`config.mk`:
```
export PLATFORM = sky130hd
export DESIGN_NAME = reg_bank_wr_arbiter_flat
export DESIGN_NICKNAME = d
export VERILOG_FILES = /design/src/rtl/reg_bank_wr_arbiter_pkg.sv /design/src/rtl/reg_bank_wr_arbiter_if.sv /design/src/rtl/reg_bank_wr_arbiter_rr_prio_enc.sv /design/src/rtl/reg_bank_wr_arbiter.sv /design/src/flat_wrapper.sv
export SDC_FILE = /design/constraint.sdc
export NUM_CORES = 1
export LEC_CHECK = 0
export CORE_MARGIN = 5
export CORE_UTILIZATION = 41
export CTS_CLUSTER_SIZE = 28
export DETAILED_ROUTE_END_ITERATION = 6
export GPL_ROUTABILITY_DRIVEN = 0
export HOLD_SLACK_MARGIN = 0.02
export PLACE_DENSITY_LB_ADDON = 0.05
export SLEW_MARGIN = 30
export SYNTH_ARGS = -nofsm -noshare
export SYNTH_HDL_FRONTEND = slang
export SYNTH_SLANG_ARGS = --single-unit
```
`constraint.sdc`:
```
create_clock -name clk_i -period 2 [get_ports clk_i]
set_input_delay 0.4 -clock clk_i [delete_from_list [all_inputs] [get_ports clk_i]]
set_output_delay 0.4 -clock clk_i [all_outputs]
set_load 0.005 [all_outputs]
```
`src/rtl/reg_bank_wr_arbiter_pkg.sv`:
```
// Shared definitions for the register-bank write arbiter.
// Optional feature macro: REG0_PROTECT_EN (register 0 read-only).
package reg_arb_pkg;

    typedef enum logic [1:0] {
        IDLE  = 2'b00,
        WRITE = 2'b01,
        HOLD  = 2'b10
    } arb_state_e;

    localparam int unsigned NREQ_DEF = 4;
    localparam int unsigned DW_DEF   = 8;
    localparam int unsigned NREG_DEF = 8;
    localparam int unsigned AW_DEF   = 3;

    // Widest bank supported; instances slice the low NREG bits.
    localparam int unsigned MAX_NREG = 256;
    localparam logic [MAX_NREG-1:0] WEN_IDLE = '1;

    // True when a granted write to this address must not reach the bank.
    function automatic logic addr_blocked(input int unsigned addr, input int unsigned nreg);
`ifdef REG0_PROTECT_EN
        return (addr >= nreg) || (addr == 0);
`else
        return (addr >= nreg);
`endif
    endfunction

endpackage

```
`src/rtl/reg_bank_wr_arbiter_if.sv`:
```
// Requester/bank bus of the write arbiter: packed per-requester request,
// address and data in; grant, register enables and shared write data out.
interface reg_bank_wr_arbiter_if
    import reg_arb_pkg::*;
#(
    parameter int unsigned NREQ = NREQ_DEF,
    parameter int unsigned DW   = DW_DEF,
    parameter int unsigned NREG = NREG_DEF,
    parameter int unsigned AW   = AW_DEF
);
    logic [NREQ-1:0]    req_i;
    logic [NREQ*AW-1:0] addr_i;
    logic [NREQ*DW-1:0] data_i;
    logic [NREQ-1:0]    gnt_o;
    logic [NREG-1:0]    wen_o;
    logic [DW-1:0]      wdata_o;
    logic               busy_o;
    logic               err_o;

    modport master (
        output req_i, addr_i, data_i,
        input  gnt_o, wen_o, wdata_o, busy_o, err_o
    );

    modport slave (
        input  req_i, addr_i, data_i,
        output gnt_o, wen_o, wdata_o, busy_o, err_o
    );
endinterface

```
`src/rtl/reg_bank_wr_arbiter_rr_prio_enc.sv`:
```
// Rotating priority encoder: first asserted request at or after ptr_i,
// wrapping from NREQ-1 back to 0.
module rr_prio_enc #(
    parameter int unsigned NREQ = 4,
    parameter int unsigned IW   = 2
)(
    input  logic [NREQ-1:0] req_i,
    input  logic [IW-1:0]   ptr_i,
    output logic [IW-1:0]   idx_o,
    output logic            valid_o
);
    int unsigned pos;
    logic        found;

    // Scan requests starting from the pointer; keep the first hit.
    always_comb begin
        idx_o = '0;
        pos   = 0;
        found = 1'b0;
        for (int unsigned i = 0; i < NREQ; i++) begin
            pos = (32'(ptr_i) + i) % NREQ;
            if (!found && req_i[pos]) begin
                found = 1'b1;
                idx_o = IW'(pos);
            end
        end
        valid_o = found;
    end
endmodule

```
`src/rtl/reg_bank_wr_arbiter.sv`:
```
// Round-robin write arbiter/sequencer for a dffe-style register bank.
// IDLE -> WRITE -> HOLD -> IDLE; one active-low enable per granted write.
// Optional feature macro: REG0_PROTECT_EN (writes to register 0 suppressed).
module reg_bank_wr_arbiter
    import reg_arb_pkg::*;
#(
    parameter int unsigned NREQ = NREQ_DEF,
    parameter int unsigned DW   = DW_DEF,
    parameter int unsigned NREG = NREG_DEF,
    parameter int unsigned AW   = AW_DEF
)(
    input  logic                 clk_i,
    input  logic                 clrn_i,
    reg_bank_wr_arbiter_if.slave wr_bus
);
    localparam int unsigned IW = (NREQ > 1) ? $clog2(NREQ) : 1;
    localparam logic [NREG-1:0] WEN_ALL = WEN_IDLE[NREG-1:0];

    arb_state_e      state_q, state_d;
    logic [IW-1:0]   rr_ptr_q, rr_ptr_d;
    logic [IW-1:0]   win_q, win_d;
    logic [NREQ-1:0] gnt_q, gnt_d;
    logic [NREG-1:0] wen_q, wen_d;
    logic [DW-1:0]   wdata_q, wdata_d;
    logic            busy_q, busy_d;
    logic            err_q, err_d;

    logic [IW-1:0]   enc_idx;
    logic            enc_valid;
    logic [AW-1:0]   addr_sel;

    rr_prio_enc #(
        .NREQ (NREQ),
        .IW   (IW)
    ) u_enc (
        .req_i   (wr_bus.req_i),
        .ptr_i   (rr_ptr_q),
        .idx_o   (enc_idx),
        .valid_o (enc_valid)
    );

    // Address presented by the requester the encoder currently selects.
    always_comb begin
        addr_sel = wr_bus.addr_i[enc_idx*AW +: AW];
    end

    // Next state and next output values. Outputs are registered, so the
    // write-cycle values are computed while still in IDLE; that is what
    // latches the winner's address/data at the sample edge.
    always_comb begin
        state_d  = state_q;
        rr_ptr_d = rr_ptr_q;
        win_d    = win_q;
        gnt_d    = '0;
        wen_d    = WEN_ALL;
        wdata_d  = wdata_q;
        busy_d   = 1'b0;
        err_d    = 1'b0;
        case (state_q)
            IDLE: begin
                if (enc_valid) begin
                    state_d        = WRITE;
                    win_d          = enc_idx;
                    gnt_d[enc_idx] = 1'b1;
                    wdata_d        = wr_bus.data_i[enc_idx*DW +: DW];
                    busy_d         = 1'b1;
                    if (addr_blocked(32'(addr_sel), NREG)) begin
                        err_d = 1'b1;
                    end else begin
                        wen_d[addr_sel] = 1'b0;
                    end
                end
            end
            WRITE: begin
                state_d  = HOLD;
                busy_d   = 1'b1;
                rr_ptr_d = (win_q == IW'(NREQ - 1)) ? '0 : win_q + IW'(1);
            end
            HOLD: begin
                state_d = IDLE;
            end
            default: begin
                state_d = IDLE;
            end
        endcase
    end

    // State, pointer and output registers with asynchronous clear.
    always_ff @(posedge clk_i or negedge clrn_i) begin
        if (!clrn_i) begin
            state_q  <= IDLE;
            rr_ptr_q <= '0;
            win_q    <= '0;
            gnt_q    <= '0;
            wen_q    <= WEN_ALL;
            wdata_q  <= '0;
            busy_q   <= 1'b0;
            err_q    <= 1'b0;
        end else begin
            state_q  <= state_d;
            rr_ptr_q <= rr_ptr_d;
            win_q    <= win_d;
            gnt_q    <= gnt_d;
            wen_q    <= wen_d;
            wdata_q  <= wdata_d;
            busy_q   <= busy_d;
            err_q    <= err_d;
        end
    end

    assign wr_bus.gnt_o   = gnt_q;
    assign wr_bus.wen_o   = wen_q;
    assign wr_bus.wdata_o = wdata_q;
    assign wr_bus.busy_o  = busy_q;
    assign wr_bus.err_o   = err_q;
endmodule

```
`src/flat_wrapper.sv`:
```
// flat-port wrapper written by rule: the top's interface ports become plain ports
module reg_bank_wr_arbiter_flat import reg_arb_pkg::*;
#(
    parameter int unsigned NREQ = NREQ_DEF,
    parameter int unsigned DW   = DW_DEF,
    parameter int unsigned NREG = NREG_DEF,
    parameter int unsigned AW   = AW_DEF
)
  (clk_i, clrn_i, wr_bus_req_i, wr_bus_addr_i, wr_bus_data_i, wr_bus_gnt_o, wr_bus_wen_o, wr_bus_wdata_o, wr_bus_busy_o, wr_bus_err_o);
  reg_bank_wr_arbiter_if #(.NREQ(NREQ), .DW(DW), .NREG(NREG), .AW(AW)) wr_bus_i ();
  input  logic clk_i;
  input  logic clrn_i;
  input wire logic [$bits(wr_bus_i.req_i)-1:0] wr_bus_req_i;
  input wire logic [$bits(wr_bus_i.addr_i)-1:0] wr_bus_addr_i;
  input wire logic [$bits(wr_bus_i.data_i)-1:0] wr_bus_data_i;
  output wire logic [$bits(wr_bus_i.gnt_o)-1:0] wr_bus_gnt_o;
  output wire logic [$bits(wr_bus_i.wen_o)-1:0] wr_bus_wen_o;
  output wire logic [$bits(wr_bus_i.wdata_o)-1:0] wr_bus_wdata_o;
  output wire logic [$bits(wr_bus_i.busy_o)-1:0] wr_bus_busy_o;
  output wire logic [$bits(wr_bus_i.err_o)-1:0] wr_bus_err_o;
  assign wr_bus_i.req_i = wr_bus_req_i;
  assign wr_bus_i.addr_i = wr_bus_addr_i;
  assign wr_bus_i.data_i = wr_bus_data_i;
  assign wr_bus_gnt_o = wr_bus_i.gnt_o;
  assign wr_bus_wen_o = wr_bus_i.wen_o;
  assign wr_bus_wdata_o = wr_bus_i.wdata_o;
  assign wr_bus_busy_o = wr_bus_i.busy_o;
  assign wr_bus_err_o = wr_bus_i.err_o;
  reg_bank_wr_arbiter #(.NREQ(NREQ), .DW(DW), .NREG(NREG), .AW(AW)) u_core (.clk_i(clk_i), .clrn_i(clrn_i), .wr_bus(wr_bus_i));
endmodule
```
==> impl_metrics.csv <==
group,metric,value,unit
timing,timing.final.crit_period,1850,ps
timing,final_hold_viol_count,0,
logic_synthesis,synth_area,1530,um2
logic_synthesis,synth_top_area_share,0.311,
logic_synthesis,yosysTopAreaCell,"dfrtp_1",
logic_synthesis,ys.warnings.count,0,
finish,final_area,2560,um2
finish,diodes,0,
detailed_routing,vias_per_cell,5.35,
floorplan,fp.dieW,71.0,um
logic_synthesis,syn_avg_cell_area,10.8,um2
placed_design,placed_cells,271,
power_and_ir_drop,seqPwrFrac,0.295,
critical_path,endpoint_kind,"register",
timing,rsz0062_at_grt,"false",
power_and_ir_drop,p_total,3.14,mW
cts,clockBufferDepth,2,
global_route,grt_pass1_vias,1580,
global_route,grt_usage,0.173,
finish,fin_cells,278,
finish,regArea,686,um2
cts,htreeDepth,1,
power_and_ir_drop,p_per_area,1230,nW/um2
cts,clk_latency,270,ps
logic_synthesis,ys_ff_latch,27,
finish,layout-drive-gt1-share,0.265,
detailed_routing,drt-initial-drc-count,81,
finish,layout.nets,282,
placed_design,dpl_cell_area,2380,um2
finish,multi_input_area,861,um2
critical_path,crit_fanout,7,
timing,slew_viol_final,0,
global_route,grt_pass1_wl,7.11,mm
timing,setup_ws,148,ps
power_and_ir_drop,p_clk_frac,0.097,
job,maxCapViolCount,0,
logic_synthesis,synthTopCellsByCount,"dfrtp_1, mux2i_1, nand2_1",
finish,num-fill-cells,283,
timing,finalSetupTns,0,ps
detailed_routing,first_pass_iters,4,
detailed_routing,wirelength,4.53,mm
logic_synthesis,syn_inst,142,
cts,cts_tree,"done",
detailed_routing,drc,0,
cts,clk_pin_slew,90,ps
finish,final_util,0.705,
cts,clkSinkCount,27,
cts,root_buffer,"clkbuf_8",
floorplan,die_y,71.0,um
logic_synthesis,synthFlopType,"dfrtp_1",
timing,min_period_over_period,0.926,
power_and_ir_drop,p_comb_frac,0.608,
critical_path,worstSetupPathType,"register to register",
placed_design,post-place-ws,-351,ps
critical_path,cp-start-kind,"register",
cts,numCtsBuffers,3,
timing,setup_viol,0,
critical_path,cp.required,2180,ps
timing,hold-worst-slack,453,ps
placed_design,io_buffer_count,70,
power_and_ir_drop,p_switching,1.15,mW
global_route,grt_antenna_before_repair,0,
finish,area_growth,67.6,%
logic_synthesis,yosysMostFrequentCell,"dfrtp_1",
global_route,grt_max_degree,28,
floorplan,core_area,3630,um2
floorplan,num_io_pins,72,
detailed_routing,antenna_left,0,
logic_synthesis,async_flop_share,1.00,
logic_synthesis,synth_edf_count,0,
detailed_routing,num_vias,1487,
logic_synthesis,netlist_top_cells_area,"dfrtp_1, dfstp_2, mux2i_1",
global_route,overflow,0,
timing,fmax,0.540,GHz
floorplan,initial_core_util,0.420,
power_and_ir_drop,p_leak,1.11,nW
floorplan,rows,22,
run_status,status,"completed",
critical_path,cp_data_arrival_time,2030,ps
logic_synthesis,syn-num-nets,193,
placed_design,place_hpwl,3.45,mm
power_and_ir_drop,p_int,1.99,mW
logic_synthesis,yosysUniqueCellTypes,43,
detailed_routing,wl_per_cell,16.3,um
power_and_ir_drop,switching_share,0.365,
logic_synthesis,yosysSeqAreaShare,0.449,
critical_path,r2r_slack,150,ps
timing,fin_skew,2.16,ps
worst_hold_path,holdCritPathClass,"register to register",
floorplan,dieArea,5050,um2
power_and_ir_drop,ir_drop,0.000881,V
==> power by group through the flow <==
stage | combinational, mW | sequential (mW) | clock, mW
after floorplan | 0.959 | 0.924 | 0
after global routing | 2.07 | 0.959 | 0.341
final | 1.91 | 0.927 | 0.303
after global placement | 1.67 | 0.918 | 0
after detailed placement | 1.71 | 0.934 | 0
after CTS | 1.77 | 0.924 | 0.307
==> cell usage in the layout, fill, tap and decap left out, types with 2 or more instances in the layout <==
master	synthesis	final
a21oi_1	5	3
a21oi_2	0	2
a221oi_2	0	2
a32o_2	2	2
a32oi_2	0	2
and3b_2	1	2
buf_4	2	19
clkbuf_8	0	3
clkdlybuf4s50_1	0	66
dfrtp_1	19	19
dfstp_2	8	8
dlygate4sd2_1	0	2
dlymetal6s2s_1	0	2
mux2_2	2	2
mux2i_1	16	15
nand2_1	15	15
nand3_1	6	5
nand3_2	1	2
nor2_1	6	5
nor2_4	1	2
nor2b_4	0	4
nor3b_1	2	2
nor4_1	3	3
o211ai_1	8	8
o21ai_0	7	6
o221ai_1	8	8
==> path summary, 6_finish.rpt <==
| kind | from | end | depth (start not counted) |
|---|---|---|---|
| max | u_core.rr_ptr_q[1] | u_core.wr_bus.wen_o[2] | 5 |
| min | u_core.state_q[1] | u_core.wr_bus.busy_o | 1 |
| max reg2reg | u_core.rr_ptr_q[1] | u_core.wr_bus.wen_o[2] | 5 |
| min reg2reg | u_core.state_q[1] | u_core.wr_bus.busy_o | 1 |
| max in group asynchronous | clrn_i | u_core.wr_bus.wen_o[1] | 2 |
| min in group asynchronous | clrn_i | u_core.wr_bus.wdata_o[5] | 2 |
==> final cells by class <==
| class | instances | share of cell area |
|---|---|---|
| Sequential cell | 27 | 0.268 |
| Inverter | 2 | 0.00293 |
| Clock buffer | 4 | 0.0176 |
| Timing Repair Buffer | 92 | 0.352 |
| Tap cell | 48 | 0.0234 |
| Multi-Input combinational cell | 105 | 0.336 |
==> logic make-up after synthesis <==
kind of cell,synth area share
and+or+nand+nor,0.188
AOI/OAI and AO/OA,0.189
DFF,0.449
muxes,0.120
buffers and inverters,0.0434
adders and majority gates,0.00819
other,0.00245
==> routing by layer <==
layer / track usage / routed length (um)
met1: 0.190 / 1650
met2: 0.319 / 2560
met3: 0.0426 / 223
met4: 0.0647 / 94
met5: 0 / 0
==> timing repair <==
action,CTS,global route
pin swaps,1,3
buffers inserted,1,1
endpoints found under the setup margin,12,16
hold buffers,0,0
resized for setup,13,13
gates cloned,0,1
==> flip-flops by register name, indices dropped and copies added (netlist names) <==
signal	cells
u_core.wr_bus.gnt_o	4
u_core.wr_bus.wen_o	8
u_core.wr_bus.busy_o	1
u_core.rr_ptr_q	2
u_core.wr_bus.wdata_o	8
u_core.win_q	2
u_core.state_q	2
==> worst max-delay path: stages (launching register included) <==
cell and delay, ps:
dfrtp_1 520, nand2_1 120, a211o_1 370, a221oi_2 390
a32o_2 230, o211ai_1 120
Note: power is estimated with default switching activity, not from simulation.
